--- config.mk ---
export PLATFORM = sky130hd
export DESIGN_NAME = dbus_responder
export DESIGN_NICKNAME = d
export VERILOG_FILES = /design/src/rtl/dbus_responder.sv
export SDC_FILE = /design/constraint.sdc
export NUM_CORES = 1
export LEC_CHECK = 0
export CORE_MARGIN = 5
export CORE_UTILIZATION = 31
export CTS_CLUSTER_SIZE = 24
export DETAILED_ROUTE_END_ITERATION = 10
export GPL_ROUTABILITY_DRIVEN = 1
export MAX_ROUTING_LAYER = met4
export PLACE_DENSITY = 0.9
export SLEW_MARGIN = 10
export SYNTH_ARGS = -nofsm -noshare
export SYNTH_HDL_FRONTEND = slang
export SYNTH_SLANG_ARGS = --single-unit
export TNS_END_PERCENT = 1
--- constraint.sdc ---
create_clock -name clk -period 1.4 [get_ports clk]
set_input_delay 0.28 -clock clk [delete_from_list [all_inputs] [get_ports clk]]
set_output_delay 0.28 -clock clk [all_outputs]
set_load 0.1 [all_outputs]
--- src/rtl/dbus_responder.sv ---
// -----------------------------------------------------------------------------
// dbus_responder
//
// Purpose:
//   Bridges a pipelined core data bus (separate address and data phases) onto a
//   simple word-wide memory port with a strobe/done handshake. Each accepted
//   address phase becomes exactly one memory access. The access completes
//   normally when the memory signals done. It completes with a two-cycle error
//   response if the access is illegal, or if the memory does not answer within
//   TIMEOUT cycles.
//
// Handshake semantics:
//   - An address phase transfers in any cycle where bus_aph_req and
//     bus_aph_ready are both high.
//   - The data phase of that transfer ends in the first later cycle with
//     bus_dph_ready high. bus_dph_err qualifies it as an error completion.
//   - A new address phase can be taken in the same cycle that a data phase
//     completes without error, so that transfers run back to back.
//   - On the memory side, mem_op stays high until a cycle with mem_rdy high.
//     mem_do is sampled in that same cycle. mem_rdy is ignored when mem_op is
//     low.
//
// Parameters:
//   TIMEOUT        maximum number of mem_op cycles without mem_rdy (1..255)
//
// Configuration macro:
//   DBUS_RESP_ALIGN_CHECK_EN  when defined, a misaligned half access or word
//                             access is rejected with the error response and
//                             no memory access. When undefined, the low
//                             address bits are only used for the lane mask.
//
// Ports:
//   clk            clock, rising edge
//   n_reset        asynchronous active-low reset
//   bus_aph_req    core requests an address phase
//   bus_aph_ready  address phase accepted this cycle
//   bus_haddr      byte address (valid with bus_aph_req)
//   bus_hsize      0 = byte, 1 = half, 2 = word, others illegal
//   bus_hwrite     1 = write
//   bus_wdata      write data, valid during the data phase
//   bus_rdata      read data, valid with bus_dph_ready
//   bus_dph_ready  data phase completes this cycle
//   bus_dph_err    data phase completes with an error
//   mem_adr        word-aligned memory address
//   mem_di         write data to memory
//   mem_do         read data from memory
//   mem_wren       byte-lane write enables
//   mem_op         memory access strobe
//   mem_rdy        memory access done
//   fsm_state      debug view of the controller state
//                  (0 IDLE, 1 ACCESS, 2 ERR1, 3 ERR2)
// -----------------------------------------------------------------------------
module dbus_responder #(
  parameter int TIMEOUT = 15
) (
  input  logic        clk,
  input  logic        n_reset,
  input  logic        bus_aph_req,
  output logic        bus_aph_ready,
  input  logic [31:0] bus_haddr,
  input  logic [2:0]  bus_hsize,
  input  logic        bus_hwrite,
  input  logic [31:0] bus_wdata,
  output logic [31:0] bus_rdata,
  output logic        bus_dph_ready,
  output logic        bus_dph_err,
  output logic [31:0] mem_adr,
  output logic [31:0] mem_di,
  input  logic [31:0] mem_do,
  output logic [3:0]  mem_wren,
  output logic        mem_op,
  input  logic        mem_rdy,
  output logic [1:0]  fsm_state
);

  typedef enum logic [1:0] {
    IDLE   = 2'd0,
    ACCESS = 2'd1,
    ERR1   = 2'd2,
    ERR2   = 2'd3
  } state_t;

  // The counter holds the index of the current ACCESS cycle (0 on the
  // first one). When it reaches TIMEOUT-1 without mem_rdy, mem_op has been
  // high for exactly TIMEOUT cycles.
  localparam logic [7:0] TMO_LAST = 8'(TIMEOUT - 1);

  state_t      state;
  state_t      state_next;
  logic [7:0]  tmo_cnt;
  logic [31:0] haddr_q;
  logic [2:0]  hsize_q;
  logic        hwrite_q;

  logic        aph_accept;
  logic        aph_illegal;
  logic        tmo_hit;
  logic [3:0]  lane_mask;

  // ---------------------------------------------------------------------------
  // Address-phase legality (decoded from the live bus inputs)
  // ---------------------------------------------------------------------------
  always_comb begin
    aph_illegal = (bus_hsize > 3'd2);
`ifdef DBUS_RESP_ALIGN_CHECK_EN
    if ((bus_hsize == 3'd1) && bus_haddr[0]) begin
      aph_illegal = 1'b1;
    end
    if ((bus_hsize == 3'd2) && (bus_haddr[1:0] != 2'b00)) begin
      aph_illegal = 1'b1;
    end
`endif
  end

  assign aph_accept = bus_aph_req && bus_aph_ready;
  assign tmo_hit    = (state == ACCESS) && (tmo_cnt == TMO_LAST);

  // ---------------------------------------------------------------------------
  // Byte-lane mask of the registered access
  // ---------------------------------------------------------------------------
  always_comb begin
    lane_mask = 4'b0000;
    case (hsize_q)
      3'd0:    lane_mask = 4'b0001 << haddr_q[1:0];
      3'd1:    lane_mask = haddr_q[1] ? 4'b1100 : 4'b0011;
      3'd2:    lane_mask = 4'b1111;
      default: lane_mask = 4'b0000;
    endcase
  end

  // ---------------------------------------------------------------------------
  // State register
  // ---------------------------------------------------------------------------
  always_ff @(posedge clk or negedge n_reset) begin
    if (!n_reset) begin
      state <= IDLE;
    end else begin
      state <= state_next;
    end
  end

  // ---------------------------------------------------------------------------
  // Next-state logic
  // ---------------------------------------------------------------------------
  always_comb begin
    state_next = state;
    case (state)
      IDLE: begin
        if (aph_accept) begin
          state_next = aph_illegal ? ERR1 : ACCESS;
        end
      end
      ACCESS: begin
        // mem_rdy wins over a timeout that lands in the same cycle.
        if (mem_rdy) begin
          if (aph_accept) begin
            state_next = aph_illegal ? ERR1 : ACCESS;
          end else begin
            state_next = IDLE;
          end
        end else if (tmo_hit) begin
          state_next = ERR1;
        end
      end
      ERR1:    state_next = ERR2;
      ERR2:    state_next = IDLE;
      default: state_next = IDLE;
    endcase
  end

  // ---------------------------------------------------------------------------
  // Output logic
  // ---------------------------------------------------------------------------
  always_comb begin
    bus_aph_ready = 1'b0;
    bus_dph_ready = 1'b0;
    bus_dph_err   = 1'b0;
    bus_rdata     = 32'h0000_0000;
    mem_op        = 1'b0;
    mem_wren      = 4'b0000;
    mem_di        = 32'h0000_0000;
    case (state)
      IDLE: begin
        bus_aph_ready = 1'b1;
      end
      ACCESS: begin
        mem_op    = 1'b1;
        bus_rdata = mem_do;
        if (hwrite_q) begin
          mem_di   = bus_wdata;
          mem_wren = lane_mask;
        end
        if (mem_rdy) begin
          bus_dph_ready = 1'b1;
          bus_aph_ready = 1'b1;
        end
      end
      ERR1: begin
        bus_dph_err = 1'b1;
      end
      ERR2: begin
        bus_dph_err   = 1'b1;
        bus_dph_ready = 1'b1;
      end
      default: begin
        bus_aph_ready = 1'b0;
      end
    endcase
  end

  assign mem_adr   = {haddr_q[31:2], 2'b00};
  assign fsm_state = state;

  // ---------------------------------------------------------------------------
  // Timeout counter and registered address-phase fields
  // ---------------------------------------------------------------------------
  always_ff @(posedge clk or negedge n_reset) begin
    if (!n_reset) begin
      tmo_cnt <= 8'd0;
    end else if (aph_accept) begin
      tmo_cnt <= 8'd0;
    end else if (state == ACCESS) begin
      tmo_cnt <= tmo_cnt + 8'd1;
    end else begin
      tmo_cnt <= 8'd0;
    end
  end

  always_ff @(posedge clk or negedge n_reset) begin
    if (!n_reset) begin
      haddr_q  <= 32'h0000_0000;
      hsize_q  <= 3'd0;
      hwrite_q <= 1'b0;
    end else if (aph_accept) begin
      haddr_q  <= bus_haddr;
      hsize_q  <= bus_hsize;
      hwrite_q <= bus_hwrite;
    end
  end

endmodule
Word-level counts from Yosys, hierarchy flattened. Index checks and enable logic that the tools add are counted.

Flip-flop bits (word level): 46. Latch bits: 0. Memory bits (writable): 0. Bits in read-only memories: 0. Bits of input ports: 104. Output and inout port bits: 106. Word-level logic and storage cells: 42. Memories kept: 0.

Add/subtract/negate cells: 1. Multipliers: 0. Divide/modulo/power cells: 0. $lt $le $gt $ge: 1. Eq/ne operators: 8. Shift operators: 1. Muxes and demuxes: 20. Bitwise gates (word level): 0. Reductions and logical operators: 6.

Operator list (number): 2-to-1 mux 32 bit (3); 2-to-1 mux 8 bit (2); 2-to-1 mux 4 bit (3); one-hot mux 4 bit (3 select lines) (1); 2-to-1 mux 2 bit (5); adder 8 x 1 -> 8 bit, second input constant (1); == test 8 x 4 -> 1 bit, second input constant (1); one-hot mux 2 bit (4 select lines) (1); == test 2 bit, second input constant (2); one-hot mux 1 bit (2 select lines) (2); << shifter 1 x 2 -> 4 bit, first input constant (1); == test 3 x 1 -> 1 bit, second input constant (1); == test 3 x 2 -> 1 bit, second input constant (1); greater-than comparator 3 x 2 -> 1 bit, second input constant (1); logical NOT 3 bit (1); 2-to-1 mux 1 bit (3); inequality test 3 bit, second input constant (1); == test 2 x 1 -> 1 bit, second input constant (1); logical AND 1 bit (2); logical NOT 2 bit (1); inequality test 2 bit, second input constant (1); AND reduction 2 bit (1); OR reduction 2 bit (1).

Depth between registers and ports, before layout.
Depth after elaboration: 6. Mapped depth: 5. Gate-level depth less buffers: 5.

Worst setup path before layout. Ideal clock, no wire load.

Path kind: flip-flop to output port. Start: reg state[0] (netlist: fsm_state[0]). End: out bus_rdata[22]. Data arrival time: 3104 ps. Data required time: 1120 ps. Slack: -1984 ps. Cell stages (with the launch flop): 4. Buffers on the path: 1. Cells stage by stage: dfrtp_1 -> and2b_2 -> clkbuf_1 -> and2_1.

Longest elaborated chain between the ends: 2.

RTL lines: start, declared (RTL line 88) `state_t state;`; start signal, assigned (RTL line 138) `state <= state_next;`; == test 2 x 1 -> 1 bit (RTL line 182) `case (state)`; 2-to-1 mux 32 bit (RTL line 182); end, declared (RTL line 64) `output logic [31:0] bus_rdata,`.

Every way passes these cells.

Final worst setup path.
Start: reg state[1] (netlist: fsm_state[1]). End: out mem_wren[3].

Longest elaborated chain between the ends: 2.

RTL lines: == test 2 x 1 -> 1 bit (RTL line 182); 2-to-1 mux 4 bit (RTL line 182); end, declared (RTL line 70) `output logic [3:0] mem_wren,`.

Every way passes these cells.

==> metrics.md <==
| Metric | Value |
|---|---|
| FF-to-FF path depth | 5 |
| RSZ-0062 raised after global routing | yes |
| # fillers | 561 |
| Worst Setup Path Type | reg2out |
| Root buffer selected by CTS | clkbuf_8 |
| Clk Latency, worst-skew pair | 290 ps |
| Critical Path Source Type | flop |
| GRT Overall Usage | 0.198 |
| DR top layer | met4 |
| Clk sinks | 46 |
| Worst hold slack | 466 ps |
| Final Setup Violations | 110 |
| Largest family of logic cells by synthesized area | simple AND/OR/NAND/NOR gates |
| Worst EP required | 1120 ps |
| Ratio of cells with drive above 1 in the final layout | 0.561 |
| Synth area leader | dfrtp_1 |
| Slowest CP cell | dfrtp_4 |
| Commonest non-fill, non-tap cell in the layout | buf_12 |
| DIE WIDTH | 104 um |
| Synth area leaders | dfrtp_1, mux2_4, buf_4 |
| Final setup skew | 8.41 ps |
| Max-cap viol count | 0 |
| Reg2reg start | fsm_state[0]$_DFFE_PN0P_ |
| Post-Synth Adder-Cell Area | 0.00912 |
| Cell chain of the critical path | and2b_2 > buf_6 > nand3_4 > a21oi_4 > buf_12 |
| Max Root-Sink Buffers | 2 |
| Final worst path period share | 1.41 |
| WL/cell | 19.0 um |
| Total CTS buffers | 5 |
| DRT antenna net count | 0 |
| DIE AREA | 10800 um2 |
| Post-synthesis simple-gate area fraction | 0.192 |
| Area taken by multi-input logic gates | 1440 um2 |
| Row Count | 34 |
| ANT cells | 0 |
| Failing checks | negative setup slack |
| Final Hold Fails | 0 |
| Core ar. | 8680 um2 |
| DRT Wirelength | 10500 um |
| H-tree depth | 2 |
| Metal3 WL | 1060 um |
| Post-synthesis sequential area ratio | 0.420 |
| Largest net degree at the start of global routing | 40 |
| Most frequent cells in the layout | buf_12, clkdlybuf4s50_1, dfrtp_1 |
| Layout Nets | 550 |
| WL met2 | 5300 um |
| Overflow after GRT | 0 |
| Synthesized flop and latch total | 46 |
| Critical Path Fanout Max | 6 |
| R2r setup slk | -100 ps |
| Min Tclk post-route | 1980 ps |
| First-pass GRT wire length | 16700 um |
| CTS tree | done |
| Status | finished, violations left |
| Post-synthesis compound-gate area fraction | 0.0488 |
| Post-synthesis mux area share | 0.189 |
| Initial drt markers | 64 |
| Share of the synthesized area in the top cell type | 0.420 |
| Vias per inst | 4.67 |
| Port Buffers | 207 |
| Slew Viols, Final | 0 |
| Register Area | 1160 um2 |
| Synth Instances | 252 |
| HPWL after DPL | 8770 um |
| Met1 WL | 3840 um |
| Yosys cell types | 30 |
| Worst EP arrival | 1700 ps |
| Starting density of the core | 0.316 |
| GP Congestion | 0.822 |
| Clk slew on worst S/H paths | 80 ps |
| YS warnings | 0 |
| XOR/XNOR share of the synthesized area | 0.00958 |
| Vias in the first global route | 2934 |
| Critical Path End Type | output pin |
| Initial antenna violation count | 0 |
| Drt pass-1 iters | 5 |
| Die Ht | 104 um |
| Maximum clock rate | 506 MHz |
| Area Growth Syn to Fin | 127% |
| Worst Hold Class | in2async |
| DRC | 0 |
| Vias after detailed routing | 2577 |
| Avg Inst Size Synth | 10.9 um2 |
| IO Pins | 210 |
| Final worst setup slack | -575 ps |
| Slowest stage delay, CP | 470 ps |
| R2R Path End | haddr_q[2]$_DFFE_PN0N_ |
| Mapped cell area | 2740 um2 |
-- worst max path at each step --
stage                        startpoint                     end  slack (ps)  cells after the start
2_1_floorplan  fsm_state[1]$_DFFE_PN0P_             mem_wren[1]        -650                      4
3_3_place_gp                    mem_rdy  haddr_q[2]$_DFFE_PN0N_        -330                      4
3_5_place_dp                    mem_rdy  haddr_q[2]$_DFFE_PN0N_        -340                      4
4_1_cts        fsm_state[1]$_DFFE_PN0P_              mem_di[28]        -570                      4
5_1_grt        fsm_state[1]$_DFFE_PN0P_             mem_wren[3]        -640                      5
6_report       fsm_state[1]$_DFFE_PN0P_             mem_wren[3]        -580                      5
-- layout make-up --
class                   count  share of cell area
repair buffers            230               0.538
flip-flops and latches     46               0.186
multi-input cells         153               0.231
clock inverters             1             0.00482
well taps                 108              0.0217
inverters                   8             0.00522
clock buffers               6              0.0132
-- logic make-up after synthesis --
family | count (synthesis)
AOI/OAI and AO/OA | 22
xor gates and xnor gates | 3
adders and majority gates | 2
buffers and inverters | 54
DFF | 46
muxes | 36
other | 1
and+or+nand+nor | 88
-- metrics by stage --
step	setup slack, ps	util	instances	area (um2)	TNS [ps]
2_1_floorplan	-651	-	253	2920	-52060
4_1_cts	-573	0.717	552	6220	-38380
3_5_place_dp	-342	0.693	542	6020	-27790
6_report	-575	0.718	552	6230	-36580
3_3_place_gp	-335	0.693	542	6020	-25360
5_1_grt	-639	0.718	552	6230	-43660
-- routing by layer --
metal | global-route usage | vias up
li1 | - | 1193
met1 | 0.214 | 1210
met2 | 0.332 | 156
met3 | 0.0838 | 18
met4 | 0.0574 | 0
met5 | - | -
-- synth_stat cells, drive strengths merged --
| cell type | n |
|---|---|
| nor2 | 7 |
| o21ai | 6 |
| and2 | 32 |
| nor4b | 1 |
| ha | 2 |
| nand3 | 6 |
| conb | 1 |
| mux2 | 36 |
| clkbuf | 11 |
| inv | 8 |
| a2bb2oi | 1 |
| dfrtp | 46 |
| or3 | 3 |
| nand2b | 1 |
| nor4bb | 1 |
| and2b | 1 |
| xor2 | 2 |
| o311ai | 1 |
| nand2 | 3 |
| a21oi | 13 |
| nand4 | 1 |
| xnor2 | 1 |
| and3 | 32 |
| o211ai | 1 |
| buf | 35 |
-- worst max-delay path, delay by kind of cell, from the launching register on --
family          cells  cell delay [ps]
compound gates      1              200
buf+inv             2              330
flops               1              470
simple gates        2              400
-- flip-flops by register name, summed over array words and instances, names as in the netlist --
register / flops
fsm_state: 2
haddr_q: 32
hsize_q: 3
hwrite_q: 1
tmo_cnt: 8
-- timing repair --
item                       4_1_cts  5_1_grt
resized for setup               17        4
pin swaps                        3        0
hold endpoints to repair        18        0
setup endpoints to repair      110      119
setup buffers                    2        0
hold buffers                     1        0
Power is left out: the tool's default activity adds up to more than one toggle a clock period on the data nets, which glitch-free logic cannot reach.
